--- src/rtl/spi_flash_pkg.sv ---
// Shared types and constants for the SPI flash responder.
package spi_flash_pkg;

  typedef enum logic [2:0] {
    StIdle,
    StCmd,
    StAddr,
    StDummy,
    StData,
    StIgnore
  } state_e;

  localparam logic [7:0] CMD_READ      = 8'h03;
  localparam logic [7:0] CMD_FAST_READ = 8'h0B;

  localparam int unsigned DUMMY_CYCLES = 8;
  localparam int unsigned ADDR_BITS    = 24;

endpackage

--- src/rtl/spi_edge_sync.sv ---
// Synchronizes SPI pins into the system clock domain and detects SCK edges.
// SS is reset to the asserted level so a select already held low across reset
// is never mistaken for a fresh falling edge.
module spi_edge_sync #(
  parameter int unsigned SYNC_STAGES = 2
) (
  input  logic clock,
  input  logic reset,
  input  logic spi_sck,
  input  logic spi_ss,
  input  logic spi_mosi,
  output logic sck_rise,
  output logic sck_fall,
  output logic ss_active,
  output logic mosi_s
);

  logic [SYNC_STAGES-1:0] sck_sync;
  logic [SYNC_STAGES-1:0] ss_sync;
  logic [SYNC_STAGES-1:0] mosi_sync;
  logic                   sck_d;

  // Synchronizer chains plus a delayed SCK copy for edge detection.
  always_ff @(posedge clock) begin
    if (reset) begin
      sck_sync  <= '0;
      ss_sync   <= '0;
      mosi_sync <= '0;
      sck_d     <= 1'b0;
    end else begin
      sck_sync  <= {sck_sync[SYNC_STAGES-2:0], spi_sck};
      ss_sync   <= {ss_sync[SYNC_STAGES-2:0], spi_ss};
      mosi_sync <= {mosi_sync[SYNC_STAGES-2:0], spi_mosi};
      sck_d     <= sck_sync[SYNC_STAGES-1];
    end
  end

  assign sck_rise  = sck_sync[SYNC_STAGES-1] & ~sck_d;
  assign sck_fall  = ~sck_sync[SYNC_STAGES-1] & sck_d;
  assign ss_active = ~ss_sync[SYNC_STAGES-1];
  assign mosi_s    = mosi_sync[SYNC_STAGES-1];

endmodule

--- src/rtl/spi_flash_responder.sv ---
// SPI flash read responder (mode 0). Decodes 0x03 reads, fetches 32-bit words
// from a memory port and shifts bytes out MSB-first.
// Optional: define SPI_FLASH_FAST_READ_EN to accept 0x0B with 8 dummy clocks.
module spi_flash_responder
  import spi_flash_pkg::*;
#(
  parameter int unsigned SYNC_STAGES = 2,
  parameter int unsigned ADDR_W      = 24
) (
  input  logic              clock,
  input  logic              reset,
  input  logic              spi_sck,
  input  logic              spi_ss,
  input  logic              spi_mosi,
  output logic              spi_miso,
  output logic              mem_req,
  output logic [ADDR_W-1:0] mem_addr,
  input  logic              mem_ready,
  input  logic [31:0]       mem_rdata,
  output logic              busy,
  output logic              underrun
);

`ifdef SPI_FLASH_FAST_READ_EN
  localparam bit FastEn = 1'b1;
`else
  localparam bit FastEn = 1'b0;
`endif

  logic sck_rise, sck_fall, ss_active, mosi_s;

  spi_edge_sync #(
    .SYNC_STAGES(SYNC_STAGES)
  ) u_sync (
    .clock    (clock),
    .reset    (reset),
    .spi_sck  (spi_sck),
    .spi_ss   (spi_ss),
    .spi_mosi (spi_mosi),
    .sck_rise (sck_rise),
    .sck_fall (sck_fall),
    .ss_active(ss_active),
    .mosi_s   (mosi_s)
  );

  state_e                 state_q, state_d;
  logic [4:0]             bit_cnt_q, bit_cnt_d;
  logic [ADDR_BITS-1:0]   shift_q, shift_d;
  logic                   fast_q, fast_d;
  logic [1:0]             lane_q, lane_d;
  logic [31:0]            hold_q, hold_d;
  logic                   hold_valid_q, hold_valid_d;
  logic [31:0]            cur_q, cur_d;
  logic                   cur_valid_q, cur_valid_d;
  logic [7:0]             out_sh_q, out_sh_d;
  logic [2:0]             out_cnt_q, out_cnt_d;
  logic                   miso_q, miso_d;
  logic                   mem_req_q, mem_req_d;
  logic [ADDR_W-1:0]      mem_addr_q, mem_addr_d;
  logic [ADDR_W-1:0]      next_addr_q, next_addr_d;
  logic                   discard_q, discard_d;
  logic                   underrun_q, underrun_d;
  logic                   ss_prev_q;

  logic                   ss_start;
  logic [ADDR_BITS-1:0]   shift_next;
  logic [ADDR_W-1:0]      byte_addr;
  logic [ADDR_W-1:0]      fetch_addr;
  logic [31:0]            src_word;
  logic [7:0]             src_byte;

  assign ss_start   = ss_active & ~ss_prev_q;
  assign shift_next = {shift_q[ADDR_BITS-2:0], mosi_s};
  assign byte_addr  = shift_next[ADDR_W-1:0];
  assign fetch_addr = {byte_addr[ADDR_W-1:2], 2'b00};
  // Bytes come from the current word, or straight from the holding buffer
  // if it has not been promoted yet.
  assign src_word   = cur_valid_q ? cur_q : hold_q;
  assign src_byte   = src_word[{lane_q, 3'b000} +: 8];

  // Next-state: command/address decode, word buffering, byte shifting.
  always_comb begin
    state_d      = state_q;
    bit_cnt_d    = bit_cnt_q;
    shift_d      = shift_q;
    fast_d       = fast_q;
    lane_d       = lane_q;
    hold_d       = hold_q;
    hold_valid_d = hold_valid_q;
    cur_d        = cur_q;
    cur_valid_d  = cur_valid_q;
    out_sh_d     = out_sh_q;
    out_cnt_d    = out_cnt_q;
    miso_d       = miso_q;
    mem_req_d    = mem_req_q;
    mem_addr_d   = mem_addr_q;
    next_addr_d  = next_addr_q;
    discard_d    = discard_q;
    underrun_d   = underrun_q;

    // Memory return; data for an aborted transfer is dropped.
    if (mem_req_q && mem_ready) begin
      mem_req_d = 1'b0;
      if (discard_q) begin
        discard_d = 1'b0;
      end else if (state_q == StData || state_q == StDummy) begin
        hold_d       = mem_rdata;
        hold_valid_d = 1'b1;
      end
    end

    // Promote the holding word once the current word is used up.
    if (hold_valid_q && !cur_valid_q) begin
      cur_d        = hold_q;
      cur_valid_d  = 1'b1;
      hold_valid_d = 1'b0;
    end

    // Prefetch whenever the holding buffer is free and nothing is in flight.
    if ((state_q == StData || state_q == StDummy) && ss_active &&
        !mem_req_q && !hold_valid_q) begin
      mem_req_d   = 1'b1;
      mem_addr_d  = next_addr_q;
      next_addr_d = next_addr_q + ADDR_W'(4);
    end

    unique case (state_q)
      StIdle: begin
        if (ss_start) begin
          state_d    = StCmd;
          bit_cnt_d  = '0;
          underrun_d = 1'b0;
        end
      end
      StCmd: begin
        if (sck_rise) begin
          shift_d   = shift_next;
          bit_cnt_d = bit_cnt_q + 5'd1;
          if (bit_cnt_q == 5'd7) begin
            bit_cnt_d = '0;
            if (shift_next[7:0] == CMD_READ) begin
              state_d = StAddr;
              fast_d  = 1'b0;
            end else if (FastEn && shift_next[7:0] == CMD_FAST_READ) begin
              state_d = StAddr;
              fast_d  = 1'b1;
            end else begin
              state_d = StIgnore;
            end
          end
        end
      end
      StAddr: begin
        if (sck_rise) begin
          shift_d   = shift_next;
          bit_cnt_d = bit_cnt_q + 5'd1;
          if (bit_cnt_q == 5'(ADDR_BITS - 1)) begin
            bit_cnt_d = '0;
            lane_d    = byte_addr[1:0];
            out_cnt_d = '0;
            state_d   = fast_q ? StDummy : StData;
            // An older aborted request still in flight delays the first fetch.
            if (!mem_req_q) begin
              mem_req_d   = 1'b1;
              mem_addr_d  = fetch_addr;
              next_addr_d = fetch_addr + ADDR_W'(4);
            end else begin
              next_addr_d = fetch_addr;
            end
          end
        end
      end
      StDummy: begin
        if (sck_rise) begin
          bit_cnt_d = bit_cnt_q + 5'd1;
          if (bit_cnt_q == 5'(DUMMY_CYCLES - 1)) begin
            bit_cnt_d = '0;
            state_d   = StData;
          end
        end
      end
      StData: begin
        if (sck_fall) begin
          if (out_cnt_q == 3'd0) begin
            out_cnt_d = 3'd7;
            if (cur_valid_q || hold_valid_q) begin
              miso_d   = src_byte[7];
              out_sh_d = {src_byte[6:0], 1'b0};
              lane_d   = lane_q + 2'd1;
              if (cur_valid_q) begin
                if (lane_q == 2'd3) cur_valid_d = 1'b0;
              end else begin
                cur_valid_d = (lane_q != 2'd3);
              end
            end else begin
              miso_d     = 1'b0;
              out_sh_d   = '0;
              underrun_d = 1'b1;
            end
          end else begin
            miso_d    = out_sh_q[7];
            out_sh_d  = {out_sh_q[6:0], 1'b0};
            out_cnt_d = out_cnt_q - 3'd1;
          end
        end
      end
      StIgnore: begin
      end
      default: state_d = StIdle;
    endcase

    // Deselect aborts everything; a request still in flight is discarded.
    if (state_q != StIdle && !ss_active) begin
      state_d      = StIdle;
      bit_cnt_d    = '0;
      hold_valid_d = 1'b0;
      cur_valid_d  = 1'b0;
      out_cnt_d    = '0;
      out_sh_d     = '0;
      miso_d       = 1'b0;
      discard_d    = mem_req_d;
    end
  end

  // State register.
  always_ff @(posedge clock) begin
    if (reset) begin
      state_q      <= StIdle;
      bit_cnt_q    <= '0;
      shift_q      <= '0;
      fast_q       <= 1'b0;
      lane_q       <= '0;
      hold_q       <= '0;
      hold_valid_q <= 1'b0;
      cur_q        <= '0;
      cur_valid_q  <= 1'b0;
      out_sh_q     <= '0;
      out_cnt_q    <= '0;
      miso_q       <= 1'b0;
      mem_req_q    <= 1'b0;
      mem_addr_q   <= '0;
      next_addr_q  <= '0;
      discard_q    <= 1'b0;
      underrun_q   <= 1'b0;
      ss_prev_q    <= 1'b1;
    end else begin
      state_q      <= state_d;
      bit_cnt_q    <= bit_cnt_d;
      shift_q      <= shift_d;
      fast_q       <= fast_d;
      lane_q       <= lane_d;
      hold_q       <= hold_d;
      hold_valid_q <= hold_valid_d;
      cur_q        <= cur_d;
      cur_valid_q  <= cur_valid_d;
      out_sh_q     <= out_sh_d;
      out_cnt_q    <= out_cnt_d;
      miso_q       <= miso_d;
      mem_req_q    <= mem_req_d;
      mem_addr_q   <= mem_addr_d;
      next_addr_q  <= next_addr_d;
      discard_q    <= discard_d;
      underrun_q   <= underrun_d;
      ss_prev_q    <= ss_active;
    end
  end

  assign spi_miso = miso_q;
  assign mem_req  = mem_req_q;
  assign mem_addr = mem_addr_q;
  assign busy     = ss_active && (state_q != StIdle);
  assign underrun = underrun_q;

endmodule

--- config.mk ---
export PLATFORM = sky130hd
export DESIGN_NAME = spi_flash_responder
export DESIGN_NICKNAME = d
export VERILOG_FILES = /design/src/rtl/spi_flash_pkg.sv /design/src/rtl/spi_edge_sync.sv /design/src/rtl/spi_flash_responder.sv
export SDC_FILE = /design/constraint.sdc
export NUM_CORES = 1
export LEC_CHECK = 0
export BUFFER_PORTS_ARGS = -buffer_cell sky130_fd_sc_hd__buf_4
export CORE_MARGIN = 2
export CORE_UTILIZATION = 30
export DETAILED_ROUTE_END_ITERATION = 10
export PLACE_DENSITY = 0.52
export SLEW_MARGIN = 20
export SYNTH_ARGS = -nofsm -noshare
export SYNTH_HDL_FRONTEND = slang
export SYNTH_SLANG_ARGS = --single-unit
--- constraint.sdc ---
create_clock -name clock -period 2.3 [get_ports clock]
set_input_delay 0.69 -clock clock [delete_from_list [all_inputs] [get_ports clock]]
set_output_delay 0.69 -clock clock [all_outputs]
set_load 0.05 [all_outputs]
* After elaboration in Yosys (flattened, before gate mapping)
Index checks and enable logic that the tools add are counted. Widths: inputs -> output; s select.
Word-level totals: register bits 170, input port bits 38, output and inout bits 28, word-level logic and storage cells 151
Cells by class: $add $sub $neg 5, equal/unequal tests 22, shifts and indexed selects 1, mux-type cells 61, bitwise operators 9, reductions and logical operators 32
Operators by type and width (number):
- $mux 24 | 10
- $add 24x3->24 const B | 2
- $mux 3 | 12
- $mux 32 | 1
- $shiftx 32x6->8 | 1
- $mux 5 | 5
- $mux 1 | 21
- $ne 2x2->1 const B | 9
- $mux 8 | 2
- $pmux 3 s5 | 1
- $pmux 5 s3 | 1
- $mux 2 | 5
- $eq 8x2->1 const B | 1
- $ne 2x1->1 const B | 4
- $reduce_and 4->1 | 2
- $reduce_and 8->1 | 1
- $reduce_or 2->1 | 4
- $logic_and 1x1->1 | 7
- $eq 3x2->1 const B | 2
- $eq 3x3->1 const B | 2
- $logic_not 3->1 | 2
- $not 1->1 | 6
- $pmux 3 s2 | 1
- $reduce_and 6->1 | 1
- other kinds (18) | 27

* Depth between registers and ports, before layout
depth after elaboration 11, depth in mapped cells 9, depth with buffers taken out 7

* By module
A second synthesis with hierarchy kept.
Unflattened totals: cells, all modules 924, area, all modules 7782.5 um^2
Modules (own cells, without submodules):
- spi_flash_responder | instances 1, cells each 907, area an instance 7582.3 um^2, sequential area each 3203.1 um^2
- spi_edge_sync | instances 1, cells each 17, area an instance 200.2 um^2, sequential area each 140.1 um^2

* Worst setup path after synthesis
Ideal clock, no wire load.
path kind reg-to-reg, from register mem_req_q, in the netlist mem_req, to register next_addr_q[19], library setup time 0.073 ns, arrival 2.082 ns, required time 2.227 ns, setup slack 0.144 ns, stages on the path, launching flop included 7, path buffers 1, clock period less this slack 2.156 ns, path through dfxtp_1 or3_1 clkbuf_1 a211oi_2 nand4_1 or4_1 o211ai_2
Between the ends: cells in the longest elaborated chain, start to end 7, elaborated cells on any way between the ends 8, classes of those cells mux: 5; reduce/logical: 3
Ends and longest elaborated chain:
- start, declared | line spi_flash_responder.sv:58 | logic mem_req_q, mem_req_d;
- start signal, assigned | line spi_flash_responder.sv:259 | mem_req_q <= mem_req_d;
- $logic_not 1->1
- $logic_and 1x1->1 | line spi_flash_responder.sv:120 | if ((state_q == StData || state_q == StDummy) && ss_active &&
- $logic_and 1x1->1 | line spi_flash_responder.sv:121 | !mem_req_q && !hold_valid_q) begin
- $mux 24 | line spi_flash_responder.sv:120
- $mux 24 | line spi_flash_responder.sv:157 | if (bit_cnt_q == 5'(ADDR_BITS - 1)) begin
- $mux 24 | line spi_flash_responder.sv:154 | if (sck_rise) begin
- $mux 24 (*) | line spi_flash_responder.sv:127 | unique case (state_q)
- end signal, assigned | line spi_flash_responder.sv:261 | next_addr_q <= next_addr_d;
- end, declared | line spi_flash_responder.sv:60 | logic [ADDR_W-1:0] next_addr_q, next_addr_d;
Mark *: on every way between the ends. The rest lies on a longest branch, timed or not. A chain may end at the register's enable or synchronous reset.

* Final worst setup path
from register state_q[0], to output port busy
Between the ends: cells in the longest elaborated chain, start to end 2
Ends and longest elaborated chain:
- start, declared | line spi_flash_responder.sv:46 | state_e state_q, state_d;
- start signal, assigned | line spi_flash_responder.sv:228 | state_q <= StIdle;
- start signal, assigned | line spi_flash_responder.sv:247 | state_q <= state_d;
- $reduce_bool 3->1 | line spi_flash_responder.sv:271 | assign busy = ss_active && (state_q != StIdle);
- $logic_and 1x1->1 | line spi_flash_responder.sv:271
- end, declared | line spi_flash_responder.sv:20 | output logic busy,
Every way passes these cells.

==> impl_summary.txt <==
----------------------------------------------------
[Outcome]
  Outcome ... completed

[Finish]
  Final Instance Count excl. Fillers ... 1,301
  Final core utilization ... between 30 and 40%
  Count of nets after finishing ... roughly 1,000
  Count of inserted antenna diode cells ... 0
  Layout cell share with drive strength beyond 1 ... 17.70%
  Growth of design area from synthesis to finish ... 20.04%

[Timing]
  Worst clock skew on the final layout ... between 10 and 15 ps
  Aggregate negative setup slack ... 0 ps
  Minimum hold slack ... 436.8 ps
  Fin crit share ... between 90% and 100%
  Setup repair after global routing missed its margin ... no
  Count of final hold-check violations ... 0
  Time the final worst path needs with I/O delays and setup ... approximately 2200 ps
  Pins over their slew limit ... 0
  Highest clock frequency the design can meet ... around 460 MHz
  Transition time at the pin with the least slew margin ... slightly above 700 ps
  Worst slew margin ... 52.15%
  Setup violation total in the final timing report ... 0

[Clocking]
  H-Tree Depth ... 4
  Number of sinks driven by the clock tree ... 167
  Max clock buf depth ... 2
  Clk pin slew, worst setup/hold paths ... ~70 ps
  Post CTS Setup Buffer Count ... 0
  Resized cells post-CTS ... 0
  TritonCTS clock tree ... yes
  Clock root cell ... sky130_fd_sc_hd__clkbuf_16
  Latest clock arrival within the worst-skew pair ... around 440 ps
  CTS Buf Count ... 17
  Number of buffers added to fix hold violations after cts ... 0

[GRT]
  Met1 global-route usage ... 19.88%
  Met3 track demand over resource in global routing ... ~3.0%
  Via count of the first global-routing pass ... between 6,000 and 7,000
  Total gr overflow ... 0
  Maximum number of pins on one net before global-route repair ... 67
  Total global routing track utilization ... between 10% and 20%
  Busiest grt layer ... met2
  Initial antenna violation count ... 0
  Grt met2 use ... a little under a quarter
  Global-route wire length before repair ... roughly 33,000 um

[Yosys]
  Flops & latches, synth ... between 150 and 200
  Post-synth ARST share ... 0%
  Post-synthesis cell area ... slightly below 8000 sq um
  Netlist cell types ... a little under 60
  Number of enable flip-flop cells after synthesis ... 0
  Seq/Total Area, Yosys ... between 40% and 50%
  Warnings, synthesis ... 0
  Number of nets in the synthesized netlist ... around 950
  Mean instance size in the synthesized netlist ... 8.715 sq um
  Count of mapped cells out of synthesis ... between 900 and 1,000
  Top_reg_cell synth ... sky130_fd_sc_hd__dfxtp_1

[Detailed routing]
  Vias per inst ... roughly 5
  Total via count in the routed design ... 6,425
  First drt pass iteration count ... 4
  Number of nets with antenna violations after detailed routing ... 0
  Number of violations reported at the end of detailed-routing iteration 0 ... about 350
  Total wire length after detailed routing ... roughly 20,000 um
  Number of remaining DRC errors ... 0
  Average wire per cell in the routed design ... approximately 15 um

[Pwr]
  Seq pwr share ... between 40% and 50%
  Net switching power of the design ... ~0.0015 W
  Power density over the cells ... between 600 and 700 nW/um^2
  Switching share of total power ... between 20% and 30%
  Clock power frac ... between 40% and 50%
  Combinational power share ... 2.5%
  Worst IR drop on VDD ... 0.0003142 V
  Static Leak ... roughly 3.2 nW
  Int Power ... about 0.0044 W
  Final Power ... a little under 0.006 W

[Setup path]
  Type of element launching the critical path ... flip-flop
  Critical Path End Type ... output pin
  Data arrival time of the worst path ... about 1500 ps
  Path type of the worst setup path ... reg -> out
  Max FO, Critical Path ... 14
  Worst EP required ... roughly 1600 ps

[Die]
  Initial standard-cell utilization of the core ... between 30% and 40%
  Core outline area ... 25,910 sq um
  Overall die width ... 165.9 um
  Overall die area ... around 28,000 sq um
  Y dimension of the die ... approximately 170 um
  IO Count ... 66
  Floorplan row count ... 59

[Place]
  DP HPWL ... 13,370 um
  Count of buffers inserted at the top-level ports ... 65
  Placed Instances ... between 1,000 and 1,500
  Final RePlAce weighted congestion ... a little over 0.8

[Worst hold path]
  Type of the tightest min-delay check ... reg -> reg

[Run]
  Max Cap Viol ... 0

----------------------------------------------------
-- final timing paths --
| kind | startpoint | endpoint | slack [ps] | depth (start not counted) |
|---|---|---|---|---|
| setup / recovery | state_q[0] | busy | 150 | 4 |
| hold / removal | u_sync.sck_sync[0] | u_sync.sck_sync[1] | 440 | 1 |
| setup reg to reg | state_q[0] | next_addr_q[19] | 240 | 7 |
| hold reg to reg | u_sync.sck_sync[0] | u_sync.sck_sync[1] | 440 | 1 |
-- layer usage --
layer	part of all wire [%]	wire [um]
met3	3.5	701
met4	1.3	253
met1	48	9548
met2	47	9264
met5	0	0
-- layout by cell type, fill, tap and decap left out, drive strengths merged, types with 3 or more instances in the layout --
cell type and n:
nand2b 14, a31oi 6, mux4 16, a211oi 53, or3 3, xor2 25
o21ai 6, clkinvlp 3, nand4 20, clkbuf 17, dfxtp 167, nand4b 4
a21oi 66, o211ai 4, ha 7, buf 109, or2 5, nor2b 12
nand2 132, inv 22, clkinv 4, nor4 10, or4 4, xnor2 12
nand3 14, nor2 107, and2 5, and3 3, nor3 21, mux2i 66
-- worst max-delay path: stages (launching register included) --
cell and delay (ps):
sky130_fd_sc_hd__dfxtp_1 310, sky130_fd_sc_hd__buf_4 180, sky130_fd_sc_hd__nor3_2 240, sky130_fd_sc_hd__nor2_1 90, sky130_fd_sc_hd__buf_4 190
-- flip-flops by register name, indices dropped and copies added, names as in the netlist, 3 cells and up --
register / flops
cur_q: 32
hold_q: 32
mem_addr: 24
shift_q: 23
next_addr_q: 22
out_sh_q: 7
bit_cnt_q: 5
out_cnt_q: 3
state_q: 3
-- synthesized netlist by cell type, types with 5 or more instances --
cell | count | area [sq um]
sky130_fd_sc_hd__nor3_1 | 21 | 105.1
sky130_fd_sc_hd__a211oi_1 | 50 | 375.4
sky130_fd_sc_hd__a21oi_1 | 66 | 330.3
sky130_fd_sc_hd__xnor2_1 | 12 | 105.1
sky130_fd_sc_hd__and2_1 | 5 | 31.28
sky130_fd_sc_hd__buf_4 | 5 | 37.54
sky130_fd_sc_hd__mux4_2 | 16 | 360.4
sky130_fd_sc_hd__dfxtp_1 | 167 | 3343
sky130_fd_sc_hd__nand4_1 | 19 | 118.9
sky130_fd_sc_hd__clkbuf_1 | 57 | 214.0
sky130_fd_sc_hd__nor2b_1 | 12 | 75.07
sky130_fd_sc_hd__nand3_1 | 14 | 70.07
sky130_fd_sc_hd__xor2_1 | 25 | 219.0
sky130_fd_sc_hd__inv_1 | 14 | 52.55
sky130_fd_sc_hd__nor2_1 | 106 | 397.9
sky130_fd_sc_hd__nor4_1 | 10 | 62.56
sky130_fd_sc_hd__ha_1 | 7 | 87.58
sky130_fd_sc_hd__nand2b_1 | 14 | 87.58
sky130_fd_sc_hd__buf_2 | 10 | 50.05
sky130_fd_sc_hd__o21ai_0 | 6 | 30.03
sky130_fd_sc_hd__mux2i_1 | 66 | 660.6
sky130_fd_sc_hd__nand2_1 | 132 | 495.5
sky130_fd_sc_hd__a31oi_1 | 6 | 37.54
-- through the flow --
step / instance area, sq um / worst slack, ps
final: 9437 / 147.7
after detailed placement: 8851 / 268.2
after floorplan: 7861 / 144.4
after global routing: 9437 / 60.59
after global placement: 8851 / 293.9
after CTS: 9432 / 36.67
-- power by group through the flow --
stage          sequential (W)  clock (W)  combinational [W]
6_report              0.00290    0.00283           0.000147
5_1_grt               0.00290    0.00304           0.000162
4_1_cts               0.00290    0.00292           0.000150
3_5_place_dp          0.00297          0           0.000150
3_3_place_gp          0.00297          0           0.000151
2_1_floorplan         0.00297          0          0.0000694
-- cell type report --
class / count / area (sq um)
Fill cell: 2679 / 16470
Multi-Input combinational cell: 644 / 4160
Sequential cell: 167 / 3343
Timing Repair Buffer: 109 / 880.8
Clock buffer: 17 / 425.4
Tap cell: 335 / 419.2
Clock inverter: 15 / 155.1
Inverter: 14 / 52.55
-- cell families after synthesis --
kind of cell,share of synthesized area [%]
AND/OR/NAND/NOR,21.66
flip-flops,42.53
AO/OA/AOI/OAI,12.59
buffers and inverters,4.854
multiplexers,13.13
XOR/XNOR,4.122
adder cells (fa/ha/maj),1.114
Note: power is estimated with default switching activity, not from simulation.
